$ cat src/rtl/bcd_pkg.sv
// Shared constants and helpers for the sequential BCD-to-binary converter.
package bcd_pkg;

   // Converter FSM state encoding
   typedef enum logic [1:0] {
      IDLE = 2'd0,
      CONV = 2'd1,
      DONE = 2'd2
   } state_t;

   // Largest legal value of one BCD digit
   localparam int unsigned BCD_MAX = 9;

   // Minimum result width able to hold any DIGITS-digit decimal value
   function automatic int unsigned bin_width(input int unsigned digits);
      longint unsigned range_v;
      int unsigned     w;
      range_v = 64'd1;
      w       = 0;
      for (int unsigned i = 0; i < digits; i++) begin
         range_v = range_v * 64'd10;
      end
      while ((64'd1 << w) < range_v) begin
         w++;
      end
      return w;
   endfunction

endpackage

$ cat src/rtl/bcd_mac_step.sv
// One decimal accumulate step: acc_out = acc_in*10 + digit.
module bcd_mac_step #(
   parameter int unsigned BIN_W = 14
) (
   input  logic [BIN_W-1:0] acc_in,
   input  logic [3:0]       digit,
   output logic [BIN_W-1:0] acc_out
);

   // times ten as shift-and-add, then add the incoming digit
   assign acc_out = (acc_in << 3) + (acc_in << 1) + BIN_W'(digit);

endmodule

$ cat src/rtl/bcd_to_bin_seq.sv
// Sequential BCD-to-binary converter: MSD first, one digit per clock,
// valid/ready on both sides, registered outputs.
module bcd_to_bin_seq
   import bcd_pkg::*;
#(
   parameter int unsigned DIGITS = 4,
   parameter int unsigned BIN_W  = 14
) (
   input  logic                  clk_i,
   input  logic                  rstn_i,
   input  logic [4*DIGITS-1:0]   bcd_i,
   input  logic                  valid_i,
   output logic                  ready_o,
   output logic [BIN_W-1:0]      number_o,
   output logic                  error_o,
   output logic                  valid_o,
   input  logic                  ready_i
);

   localparam int unsigned BCD_W = 4 * DIGITS;
   localparam int unsigned CNT_W = $clog2(DIGITS + 1);

   // Elaboration-time legality of the parameter set
   if (DIGITS < 1 || DIGITS > 9) begin : g_bad_digits
      $error("bcd_to_bin_seq: DIGITS must be in 1..9");
   end
   if (BIN_W < bin_width(DIGITS)) begin : g_bad_width
      $error("bcd_to_bin_seq: BIN_W too narrow for DIGITS");
   end

   state_t             state;
   logic [BIN_W-1:0]   acc;
   logic [BIN_W-1:0]   acc_next_c;
   logic [BCD_W-1:0]   dig_sr;
   logic [CNT_W-1:0]   cnt;
   logic               err;
   logic               in_err_c;
   logic [3:0]         top_digit_c;

   assign top_digit_c = dig_sr[BCD_W-1 -: 4];

   // Flag any digit of the incoming word above BCD_MAX
   always_comb begin
      in_err_c = 1'b0;
      for (int unsigned i = 0; i < DIGITS; i++) begin
         if (bcd_i[4*i +: 4] > 4'(BCD_MAX)) begin
            in_err_c = 1'b1;
         end
      end
   end

   bcd_mac_step #(
      .BIN_W (BIN_W)
   ) u_mac (
      .acc_in  (acc),
      .digit   (top_digit_c),
      .acc_out (acc_next_c)
   );

   // FSM, datapath registers and registered handshake/result outputs
   always_ff @(posedge clk_i or negedge rstn_i) begin
      if (!rstn_i) begin
         state    <= IDLE;
         acc      <= '0;
         dig_sr   <= '0;
         cnt      <= '0;
         err      <= 1'b0;
         ready_o  <= 1'b1;
         valid_o  <= 1'b0;
         number_o <= '0;
         error_o  <= 1'b0;
      end else begin
         case (state)
            IDLE: begin
               if (valid_i && ready_o) begin
                  dig_sr  <= bcd_i;
                  acc     <= '0;
                  cnt     <= CNT_W'(DIGITS);
                  err     <= in_err_c;
                  ready_o <= 1'b0;
                  state   <= CONV;
               end
            end
            CONV: begin
               acc    <= acc_next_c;
               dig_sr <= dig_sr << 4;
               cnt    <= cnt - CNT_W'(1);
               if (cnt == CNT_W'(1)) begin
                  state    <= DONE;
                  valid_o  <= 1'b1;
                  number_o <= err ? '0 : acc_next_c;
                  error_o  <= err;
               end
            end
            DONE: begin
               if (ready_i) begin
                  state    <= IDLE;
                  valid_o  <= 1'b0;
                  ready_o  <= 1'b1;
                  number_o <= '0;
                  error_o  <= 1'b0;
               end
            end
            default: begin
               state   <= IDLE;
               ready_o <= 1'b1;
               valid_o <= 1'b0;
            end
         endcase
      end
   end

endmodule

$ cat config.mk
export PLATFORM = sky130hd
export DESIGN_NAME = bcd_to_bin_seq
export DESIGN_NICKNAME = d
export VERILOG_FILES = /design/src/rtl/bcd_pkg.sv /design/src/rtl/bcd_mac_step.sv /design/src/rtl/bcd_to_bin_seq.sv
export SDC_FILE = /design/constraint.sdc
export NUM_CORES = 1
export LEC_CHECK = 0
export BUFFER_PORTS_ARGS = -buffer_cell sky130_fd_sc_hd__buf_2
export CORE_MARGIN = 2
export CORE_UTILIZATION = 45
export DETAILED_ROUTE_END_ITERATION = 12
export GPL_TIMING_DRIVEN = 0
export PLACE_DENSITY_LB_ADDON = 0.12
export SLEW_MARGIN = 20
export SYNTH_ARGS = -nofsm -noshare
export SYNTH_HDL_FRONTEND = slang
export SYNTH_SLANG_ARGS = --single-unit
export TNS_END_PERCENT = 1
$ cat constraint.sdc
create_clock -name clk_i -period 3.2 [get_ports clk_i]
set_input_delay 0.32 -clock clk_i [delete_from_list [all_inputs] [get_ports clk_i]]
set_output_delay 0.32 -clock clk_i [all_outputs]
set_load 0.05 [all_outputs]
# [After elaboration in Yosys (flattened, before gate mapping)]
# Index checks and enable logic that the tools add are counted.
[totals] output_inout_bits=17 elab_cells=60 inputBits=20 register_bits=52
[classes] order_cmp=4 n_addsub=3 bitwise_logic=2 n_eq_ne=6 n_mux=26 reduce_logical=10
[op_table] cell="$mux 14" count=3
[op_table] cell="$pmux 16 s2" count=1
[op_table] cell="$pmux 14 s2" count=1
[op_table] cell="$pmux 13 s2" count=1
[op_table] cell="$gt 4x4->1 const B" count=4
[op_table] cell="$mux 16" count=1
[op_table] cell="$add 14x14->14" count=1
[op_table] cell="$add 14x4->14" count=1
[op_table] cell="$mux 13" count=1
[op_table] cell="$reduce_and 3->1" count=4
[op_table] cell="$mux 1" count=9
[op_table] cell="$mux 2" count=3
[op_table] cell="$ne 2x2->1 const B" count=3
[op_table] cell="$pmux 1 s3" count=2
[op_table] cell="$pmux 2 s3" count=1
[op_table] cell="$pmux 3 s2" count=1
[op_table] cell="$reduce_and 2->1" count=2
[op_table] cell="$reduce_bool 2->1" count=2
[op_table] cell="$eq 3x1->1 const B" count=1
[op_table] cell="$mux 3" count=1
[op_table] cell="$sub 3x1->3 const B" count=1
[op_table] cell="$eq 2x1->1 const B" count=1
[op_table] cell="$eq 2x2->1 const B" count=1
[op_table] cell="$logic_not 2->1" count=1
[op_table] cell="other kinds (3)" count=4

# [Logic depth before layout (Yosys ltp)]
# Gate-level depths: netlist (run 1).
[depth] ltp_word=5 mapped_depth=9 ltp_nobuf=9

# [Modules after synthesis]
# From an unflattened synthesis (run 1), not the netlist that was laid out.
[hier_totals] hier_cells=301 hier_area_um2=3078.0
[by_module_without_submodules] module="bcd_to_bin_seq" seq_area_each_um2=1327.5 area_each_um2=2419.8 cells_per_inst=226 n_inst=1
[by_module_without_submodules] module="bcd_mac_step" seq_area_each_um2=0.0 area_each_um2=658.1 cells_per_inst=75 n_inst=1

# [Worst setup path before layout (run 1)]
# No wires, ideal clock.
[synth_timing] kind="register -> register" from="register acc[0]" to="register number_o[13]" n_path_buf=0 setup_slack_ns=0.797 setup_ns=0.122 path_stages_with_launch=10 required_ns=3.078 synth_period_minus_slack_ns=2.403 arrival_ns=2.281 cell_sequence="dfrtp_1 inv_1 fa_1 inv_1 ha_1 a21o_1 nand4_1 a21oi_2 or3_1 a32o_1"
[synth_between] elab_chain_len=5
[synth_rtl] element="start, declared" line="bcd_to_bin_seq.sv:32" source="logic [BIN_W-1:0] acc;"
[synth_rtl] element="start signal, assigned" line="bcd_to_bin_seq.sv:85" source="acc <= acc_next_c;"
[synth_rtl] element="$add 14x14->14" line="bcd_mac_step.sv:11" source="assign acc_out = (acc_in << 3) + (acc_in << 1) + BIN_W'(digit);"
[synth_rtl] element="$add 14x4->14" line="bcd_mac_step.sv:11"
[synth_rtl] element="$mux 14" line="bcd_to_bin_seq.sv:91" source="number_o <= err ? '0 : acc_next_c;"
[synth_rtl] element="$mux 14" line="bcd_to_bin_seq.sv:88" source="if (cnt == CNT_W'(1)) begin"
[synth_rtl] element="$pmux 14 s2" line="bcd_to_bin_seq.sv:73" source="case (state)"
[synth_rtl] element="end signal, assigned" line="bcd_to_bin_seq.sv:91"
[synth_rtl] element="end, declared" line="bcd_to_bin_seq.sv:14" source="output logic [BIN_W-1:0] number_o,"
# Every way passes these cells. The select of a mux whose other input is x is not followed.
# A chain may end at the register's enable or synchronous reset.

# [Worst setup path after layout (run 1)]
[layout_timing] from="register acc[0]" to="register number_o[11]"
# The elaborated chain is that of the path after synthesis.

==> flow_summary.yaml, run 1 <==
status:
  outcome: "complete, no violations"
logic_synthesis:
  yosys_top_cell_by_area: "sky130_fd_sc_hd__dfrtp_1"
  postSynthRegisterBits: 52
  post_synth_num_cell_types: 40
  synth.yosys.seq_area_share: 0.447
  synthesis.yosys.warnings: 0
  synth.top_cell.area_share: 0.438
  post_synth_instance_area_um2: 2920
  postSynthCellCount: 290
  mappedNetlistNets: 336
  edff_count_synth: 0
  ys_dominant_reg_cell: "sky130_fd_sc_hd__dfrtp_1"
  postSynthAreaPerCell_um2: 10.1
  post_synth_main_area_contributors: "sky130_fd_sc_hd__dfrtp_1 44%, sky130_fd_sc_hd__ha_1 10%, sky130_fd_sc_hd__nand2_1 4.2%, sky130_fd_sc_hd__mux2i_1 4.1%, sky130_fd_sc_hd__o21ai_0 3.9%"
  most_instantiated_library_cell_after_synthesis: "sky130_fd_sc_hd__dfrtp_1"
  synthArstFlopShare: 1.00
  ys_top_cells_by_count: "51 x sky130_fd_sc_hd__dfrtp_1, 33 x sky130_fd_sc_hd__nand2_1, 24 x sky130_fd_sc_hd__ha_1"
grt:
  grt_pass1_wl_mm: 11.5
  globalRoute.totalOverflow: 0
  grt_max_degree: 53
  antenna_found_initial: 0
  gr-usage-all-layers: 0.203
  number_of_global_route_vias_before_repair: 2350
sta:
  final.hold.worst_slack_ns: 0.0347
  final-setup-viol-count: 0
  final.period_utilization: 0.806
  finalMaxSlewViolations: 0
  max_slew_margin: 0.557
  setup-tns-final_ns: 0
  worst_clock_skew_ns: 0.00841
  final-hold-violation-count: 0
  period_minus_slack_ns: 2.58
  rsz0062_at_grt: "false"
  achievable_freq_ghz: 0.388
  transition_time_of_the_tightest_slew_check_pin_ns: 0.664
place:
  gpl.final_weighted_congestion: 0.883
  placedCellCount: 403
  place_hpwl_mm: 4.97
  buffer_ports.inserted: 36
clock_tree:
  cts_htree_levels: 2
  cts-buffers-inserted: 5
  numClockSinks: 52
  cts-resized-gates: 0
  clock_tree.buffer_depth: 2
  cts.repair_timing.setup_buffer_count: 0
  cts_tree: "built"
  clkTransAtPathRegs_ns: 0.10
  cts.root.buffer_cell: "sky130_fd_sc_hd__clkbuf_8"
  clock_latency_ns: 0.31
  cts.hold.buffers_added: 0
setup_path:
  worstPathCellList: "inv_1 -> fa_1 -> inv_1 -> ha_1 -> a21o_1 -> nand4_1 -> a21oi_1 -> or3_1 -> a32o_1"
  critPathMaxFanout: 4
  worst-r2r-cell-count: 9
  cp-end-kind: "register"
  reg2reg_from: "acc[0]"
  worstReg2RegEnd: "number_o[11]"
  worstSetupPathType: "reg -> reg"
  startpoint_type: "register"
  worst-r2r-setup-slack_ns: 0.62
  worst-endpoint-required_ns: 3.41
  path_common_cell: "sky130_fd_sc_hd__inv_1"
  worst_path_largest_cell_delay_ns: 0.58
  critical_path_arrival_ns: 2.78
  crit_slowest_cell: "sky130_fd_sc_hd__fa_1"
power_and_ir_drop:
  power.internal_mw: 0.822
  power.density_cell_area_nw_per_um2: 329
  worst_ir_drop_vdd_mv: 0.207
  power.share.switching: 0.238
  power.sequential.fraction: 0.609
  clkPwrFrac: 0.361
  static-leakage-power_nw: 1.74
  switchingPower_mw: 0.257
  p_total_mw: 1.08
  combinational_share_of_power: 0.030
floorplanning:
  die_height_um: 84.5
  chipWidth_um: 84.5
  starting_density_of_the_core: 0.462
  floorplan.io_pins: 37
  rows: 29
  fp.dieArea_um2: 7140
  core_area_um2: 6310
min_path:
  worst_hold_path_type: "in -> async"
cells_and_area:
  finalNetCount: 379
  instances_no_fill: 411
  syn_to_final_growth_pct: 12.5
  utilization_after_layout: 0.520
  post_route_cells_drive_above_1_share: 0.174
  antennaDiodeCount: 0
route:
  drt-vias-per-instance: 5.62
  wl_mm: 6.85
  avgRoutedWirePerCell_um: 16.7
  drt.antenna.violating_nets: 0
  drt-initial-drc-count: 92
  drt-pass1-iter-count: 4
  num_vias: 2308
  drc: 0
run:
  max_cap_viol_count: 0
critical path, delay by kind of cell (launching register included):
kind,cells,cell delay [ns]
buf+inv,2,0.13
flops,1,0.39
simple gates,2,0.53
fa+ha+maj,2,0.86
compound gates,3,0.55
state kept, by name, summed over array words and instances, names as in the netlist:
name / cells
err: 1
ready_o: 1
state: 2
dig_sr: 16
cnt: 3
error_o: 1
acc: 13
number_o: 14
valid_o: 1
logic make-up (layout without fill, tap and decap cells):
logic type / after synthesis / in the layout / share of synthesized area
simple gates: 91 / 91 / 0.154
compound gates: 78 / 78 / 0.184
flops: 52 / 52 / 0.447
fa+ha+maj: 26 / 26 / 0.117
buf+inv: 24 / 68 / 0.0360
mux: 12 / 12 / 0.0412
xor+xnor: 7 / 7 / 0.0210
layout by cell type (no fill, tap or decap), types with 3 or more instances in the layout:
| cell | count |
|---|---|
| sky130_fd_sc_hd__nand2_1 | 33 |
| sky130_fd_sc_hd__nand2b_1 | 10 |
| sky130_fd_sc_hd__o21ai_1 | 6 |
| sky130_fd_sc_hd__nand4_1 | 5 |
| sky130_fd_sc_hd__dfrtp_1 | 51 |
| sky130_fd_sc_hd__nand3_1 | 16 |
| sky130_fd_sc_hd__inv_1 | 11 |
| sky130_fd_sc_hd__buf_2 | 41 |
| sky130_fd_sc_hd__a21o_1 | 11 |
| sky130_fd_sc_hd__a32o_1 | 4 |
| sky130_fd_sc_hd__nor3_1 | 3 |
| sky130_fd_sc_hd__mux2i_1 | 12 |
| sky130_fd_sc_hd__and3_1 | 7 |
| sky130_fd_sc_hd__o21ai_0 | 23 |
| sky130_fd_sc_hd__ha_1 | 24 |
| sky130_fd_sc_hd__clkbuf_8 | 5 |
| sky130_fd_sc_hd__o31ai_1 | 3 |
| sky130_fd_sc_hd__xnor2_1 | 4 |
| sky130_fd_sc_hd__nor2_1 | 8 |
| sky130_fd_sc_hd__buf_4 | 3 |
| sky130_fd_sc_hd__a22o_1 | 8 |
| sky130_fd_sc_hd__xor2_1 | 3 |
| sky130_fd_sc_hd__a21oi_1 | 11 |
| sky130_fd_sc_hd__clkbuf_1 | 6 |
| sky130_fd_sc_hd__or3_1 | 4 |
final cells by class:
cell class              instances  area (um2)
fillers                       613        3030
multi-input cells             214        1510
plain buffers                  13        63.8
clock inverters                 2        12.5
inverters                      11        41.3
well taps                      77        96.3
clock buffers                   6        72.6
flip-flops and latches         52        1300
repair buffers                 36         183
through the flow:
step                      worst slack [ns]  cell area, um2
final                                0.622            3280
after global routing                 0.524            3280
after CTS                            0.625            3280
after detailed placement             0.641            3200
after global placement               0.649            3190
after floorplan                      0.797            2920
power by group through the flow:
stage,Sequential [mW],Combinational [mW],Clock [mW]
finish,0.657,0.0324,0.389
global route,0.657,0.0383,0.428
CTS,0.657,0.0340,0.399
detailed placement,0.670,0.0340,0
global placement,0.670,0.0332,0
floorplan,0.670,0.00438,0
how the worst max path moves through the flow:
stage,start,to,slack (ns),depth (start not counted)
final,acc[0],number_o[11],0.62,9
after global routing,acc[0],number_o[11],0.52,9
after CTS,acc[0],number_o[11],0.62,9
after detailed placement,acc[0],number_o[13],0.64,9
after global placement,acc[0],number_o[11],0.65,9
after floorplan,acc[0],number_o[13],0.80,9
layer usage:
layer / global-route usage / share of wire / routed length, um
met2: 0.331 / 0.47 / 3210
met3: 0.0334 / 0.039 / 269
met5: 0 / 0 / 0
met4: 0.0649 / 0.013 / 91
met1: 0.277 / 0.48 / 3280
(Power assumes the default switching activity.)
==> run 2: changes to the inputs <==
==> constraint.sdc (replaced) <==
create_clock -name clk_i -period 2.5 [get_ports clk_i]
set_input_delay 0.25 -clock clk_i [delete_from_list [all_inputs] [get_ports clk_i]]
set_output_delay 0.25 -clock clk_i [all_outputs]
set_load 0.05 [all_outputs]
==> flow_summary.yaml, run 2 (synthesis results as in run 1) <==
setup_path:
  cp-end-kind: "register"
  reg2reg_from: "acc[2]"
  crit_slowest_cell: "sky130_fd_sc_hd__fa_1"
  startpoint_type: "register"
  critPathMaxFanout: 4
  worstPathCellList: "inv_2 -> fa_1 -> inv_1 -> ha_1 -> a21o_1 -> nand4_1 -> a21oi_1 -> or3_1 -> a32o_1"
  critical_path_arrival_ns: 2.75
  worst_path_largest_cell_delay_ns: 0.58
  timing.critical_path.from: "acc[2]"
  worstSetupPathType: "reg -> reg"
  worst-endpoint-required_ns: 2.71
cells_and_area:
  post_route_cells_drive_above_1_share: 0.186
  fillers: 613
  utilization_after_layout: 0.526
  biggestRegsByFlops: "dig_sr (16), number_o (14), acc (13)"
  antennaDiodeCount: 0
  most-common-layout-cells: "51 x sky130_fd_sc_hd__dfrtp_1, 41 x sky130_fd_sc_hd__buf_2, 33 x sky130_fd_sc_hd__nand2_1, 24 x sky130_fd_sc_hd__ha_1, 23 x sky130_fd_sc_hd__o21ai_0"
  syn_to_final_growth_pct: 13.9
  top_reg_by_flops: "dig_sr"
  fin_area_um2: 3320
  largest_register_ff_count: 16
  finalNetCount: 383
  layout_commonest_cell: "sky130_fd_sc_hd__dfrtp_1"
clock_tree:
  cts_tree: "built"
  clock_tree.buffer_depth: 2
  cts-buffers-inserted: 5
  clkTransAtPathRegs_ns: 0.10
  numClockSinks: 52
  clock_latency_ns: 0.31
  cts_htree_levels: 2
  cts.root.buffer_cell: "sky130_fd_sc_hd__clkbuf_8"
sta:
  period_minus_slack_ns: 2.54
  final.period_utilization: 1.02
  finalMaxSlewViolations: 0
  final-setup-viol-count: 2
  transition_time_of_the_tightest_slew_check_pin_ns: 0.668
  final_critical_path_setup_slack_ns: -0.0427
  setup-tns-final_ns: -0.0516
  rsz0062_at_grt: "true"
  worst_clock_skew_ns: 0.00596
  final-hold-violation-count: 0
  achievable_freq_ghz: 0.393
  max_slew_margin: 0.555
grt:
  grt_max_degree: 53
  gr-usage-all-layers: 0.204
  number_of_global_route_vias_before_repair: 2375
  antenna_found_initial: 0
  grt_pass1_wl_mm: 11.6
  globalRoute.totalOverflow: 0
place:
  buffer_ports.inserted: 36
  gpl.final_weighted_congestion: 0.883
  place_hpwl_mm: 4.97
  detailed_place.area_um2: 3200
floorplanning:
  floorplan.io_pins: 37
  rows: 29
  chipWidth_um: 84.5
  fp.dieArea_um2: 7140
  die_height_um: 84.5
  core_area_um2: 6310
  starting_density_of_the_core: 0.462
status:
  violations: "setup timing"
  outcome: "finished, violations left"
route:
  avgRoutedWirePerCell_um: 16.7
  drc: 0
  wl_mm: 6.91
  drt.antenna.violating_nets: 0
  drt-initial-drc-count: 106
  drt-pass1-iter-count: 4
  num_vias: 2331
  drt-vias-per-instance: 5.62
power_and_ir_drop:
  static-leakage-power_nw: 1.76
  worst_ir_drop_vdd_mv: 0.264
  power.density_cell_area_nw_per_um2: 415
  p_total_mw: 1.38
run:
  max_cap_viol_count: 0
min_path:
  timing.hold.worst.start: "bcd_i[0]"
  worst_hold_path_type: "in -> reg"
-- run 2: final timing paths --
check	to	slack [ns]	cells after the start
setup / recovery	number_o[11]	-0.04	9
hold / removal	dig_sr[0]	0.18	3
setup reg to reg	number_o[11]	-0.04	9
hold reg to reg	error_o	0.48	2
max in group asynchronous	acc[12]	1.55	2
min in group asynchronous	number_o[3]	0.51	2
-- run 2: timing repair --
action / 4_1_cts / 5_1_grt
setup buffers: 3 / 0
endpoints found under the setup margin: 7 / 9
endpoints found under the hold margin: 21 / 0
gates cloned: 0 / 0
hold buffers: 1 / 0
resized for setup: 2 / 1
pin swaps: 4 / 0
-- run 2: layer usage --
layer	vias to the layer above	GRT usage	routed length [um]
met5	-	0	0
met3	9	0.0334	286
met4	0	0.0649	92
met2	55	0.336	3270
met1	1135	0.277	3260
li1	1132	-	-
-- run 2: worst max-delay path: cells and delay by family, from the launching register on --
family,cells,cell delay [ns]
AO/OA/AOI/OAI,3,0.56
AND/OR/NAND/NOR,2,0.54
adder cells (fa/ha/maj),2,0.86
flip-flops,1,0.37
buffers and inverters,2,0.11
-- run 2: cell type report --
class | count | area, um2 | area share
buffer | 13 | 63.8 | 0.0192
clock buffer | 6 | 72.6 | 0.0219
clock inverter | 2 | 12.5 | 0.00377
inverter | 11 | 41.3 | 0.0124
multi-input combinational | 214 | 1520 | 0.457
sequential | 52 | 1300 | 0.392
tap | 77 | 96.3 | 0.0290
timing repair buffer | 40 | 215 | 0.0648
-- run 2: stage by stage --
stage	cells	hold slack [ns]	worst slack, ns
CTS	415	0.178	-0.0256
global placement	403	0.456	-0.0514
global route	415	0.194	-0.138
floorplan	290	-0.0456	0.0972
finish	415	0.182	-0.0427
detailed placement	403	0.338	-0.0591
-- run 2: power breakdown --
group	switching (mW)	internal, mW
logic	0.0277	0.0152
registers	0	0.840
clock network	0.298	0.197
total	0.326	1.05
==> run 3: changes to the inputs <==
==> constraint.sdc (replaced) <==
create_clock -name clk_i -period 2.5 [get_ports clk_i]
set_input_delay 0.375 -clock clk_i [delete_from_list [all_inputs] [get_ports clk_i]]
set_output_delay 0.375 -clock clk_i [all_outputs]
set_load 0.05 [all_outputs]
==> flow_summary.yaml, run 3 (synthesis results as in run 1) <==
grt:
  number_of_global_route_vias_before_repair: 2375
  grt_max_degree: 53
  grt_pass1_wl_mm: 11.6
  antenna_found_initial: 0
  globalRoute.totalOverflow: 0
  gr-usage-all-layers: 0.204
cells_and_area:
  fin_area_um2: 3310
  most-common-layout-cells: "51 x sky130_fd_sc_hd__dfrtp_1, 41 x sky130_fd_sc_hd__buf_2, 33 x sky130_fd_sc_hd__nand2_1, 24 x sky130_fd_sc_hd__ha_1, 23 x sky130_fd_sc_hd__o21ai_0"
  instances_no_fill: 414
  utilization_after_layout: 0.524
  finalNetCount: 382
  layout_commonest_cell: "sky130_fd_sc_hd__dfrtp_1"
  antennaDiodeCount: 0
  largest_register_ff_count: 16
  post_route_cells_drive_above_1_share: 0.187
  fillers: 614
  top_reg_by_flops: "dig_sr"
  syn_to_final_growth_pct: 13.5
  biggestRegsByFlops: "dig_sr (16), number_o (14), acc (13)"
setup_path:
  crit_slowest_cell: "sky130_fd_sc_hd__fa_1"
  timing.critical_path.max_delay_family: "adder cells"
  startpoint_type: "register"
  worstSetupPathType: "reg -> reg"
  worst-endpoint-required_ns: 2.71
  cp-end-kind: "register"
  critical_path_arrival_ns: 2.74
  worst-r2r-setup-slack_ns: -0.04
  worstPathBufferInverterCount: 2
  worstReg2RegEnd: "number_o[11]"
  worst-r2r-cell-count: 9
  critPathMaxFanout: 4
  reg2reg_from: "acc[2]"
  worst_path_largest_cell_delay_ns: 0.58
  worstPathCellList: "inv_2 -> fa_1 -> inv_1 -> ha_1 -> a21o_1 -> nand4_1 -> a21oi_1 -> or3_1 -> a32o_1"
status:
  outcome: "finished, violations left"
  violations: "setup timing"
place:
  detailed_place.area_um2: 3200
  gpl.final_weighted_congestion: 0.883
  place_hpwl_mm: 4.97
  buffer_ports.inserted: 36
  placedCellCount: 403
sta:
  max_slew_margin: 0.557
  period_minus_slack_ns: 2.54
  final.period_utilization: 1.02
  achievable_freq_ghz: 0.394
  worst_clock_skew_ns: 0.00657
  rsz0062_at_grt: "true"
  setup-tns-final_ns: -0.0456
  final-hold-violation-count: 0
  final-setup-viol-count: 2
  finalMaxSlewViolations: 0
  final_critical_path_setup_slack_ns: -0.0381
  transition_time_of_the_tightest_slew_check_pin_ns: 0.665
run:
  max_cap_viol_count: 0
route:
  drt-pass1-iter-count: 4
  avgRoutedWirePerCell_um: 16.7
  drt-vias-per-instance: 5.63
  num_vias: 2329
  drt-initial-drc-count: 123
  drc: 0
  wl_mm: 6.91
  drt.antenna.violating_nets: 0
floorplanning:
  chipWidth_um: 84.5
  rows: 29
  starting_density_of_the_core: 0.462
  fp.dieArea_um2: 7140
  floorplan.io_pins: 37
  die_height_um: 84.5
  core_area_um2: 6310
power_and_ir_drop:
  power.density_cell_area_nw_per_um2: 416
  p_total_mw: 1.38
  static-leakage-power_nw: 1.75
  worst_ir_drop_vdd_mv: 0.265
clock_tree:
  clock_latency_ns: 0.31
  cts_htree_levels: 2
  clock_tree.buffer_depth: 2
  cts.hold.buffers_added: 0
  cts_tree: "built"
  cts.root.buffer_cell: "sky130_fd_sc_hd__clkbuf_8"
  clkTransAtPathRegs_ns: 0.10
  cts-buffers-inserted: 5
  numClockSinks: 52
min_path:
  worst_hold_path_type: "in -> async"
-- run 3: changes by cell type in the layout (fill, tap and decap cells not counted) --
cell | previous run | this run
sky130_fd_sc_hd__dlygate4sd3_1 | 1 | 0
-- run 3: where the power goes --
| group | internal [mW] | total [mW] | switching [mW] |
|---|---|---|---|
| registers | 0.840 | 0.840 | 0 |
| clock network | 0.197 | 0.496 | 0.299 |
| logic | 0.0141 | 0.0415 | 0.0274 |
-- run 3: stage by stage --
step,hold WS [ns],worst slack (ns)
2_1_floorplan,0.0794,0.0972
3_3_place_gp,0.456,-0.0514
3_5_place_dp,0.463,-0.0591
4_1_cts,0.115,-0.0256
5_1_grt,0.142,-0.138
6_report,0.0890,-0.0381
-- run 3: layer usage --
metal  vias to the layer above  track usage  share of wire
li1                       1132            -              -
met1                      1143        0.277           0.48
met2                        45        0.336           0.47
met3                         9       0.0334          0.038
met4                         0       0.0649          0.013
met5                         -            0              0
-- run 3: timing repair --
action,4_1_cts,5_1_grt
pin swaps,4,0
setup endpoints to repair,7,9
buffers inserted,3,0
resized for setup,2,1
-- run 3: layout make-up --
class,count,area [um2],share of cell area
inverter,11,41.3,0.0125
buffer,13,63.8,0.0193
timing repair buffer,39,205,0.0620
sequential,52,1300,0.393
tap,77,96.3,0.0291
clock inverter,2,12.5,0.00378
clock buffer,6,72.6,0.0219
multi-input combinational,214,1520,0.458
-- run 3: how the worst max path moves through the flow --
| stage | cells after the start | slack (ns) | to | startpoint |
|---|---|---|---|---|
| final | 9 | -0.04 | number_o[11] | acc[2] |
| after global routing | 9 | -0.14 | number_o[11] | acc[2] |
| after floorplan | 9 | 0.1 | number_o[13] | acc[0] |
| after global placement | 9 | -0.05 | number_o[11] | acc[0] |
| after detailed placement | 9 | -0.06 | number_o[13] | acc[0] |
| after CTS | 9 | -0.03 | number_o[11] | acc[2] |
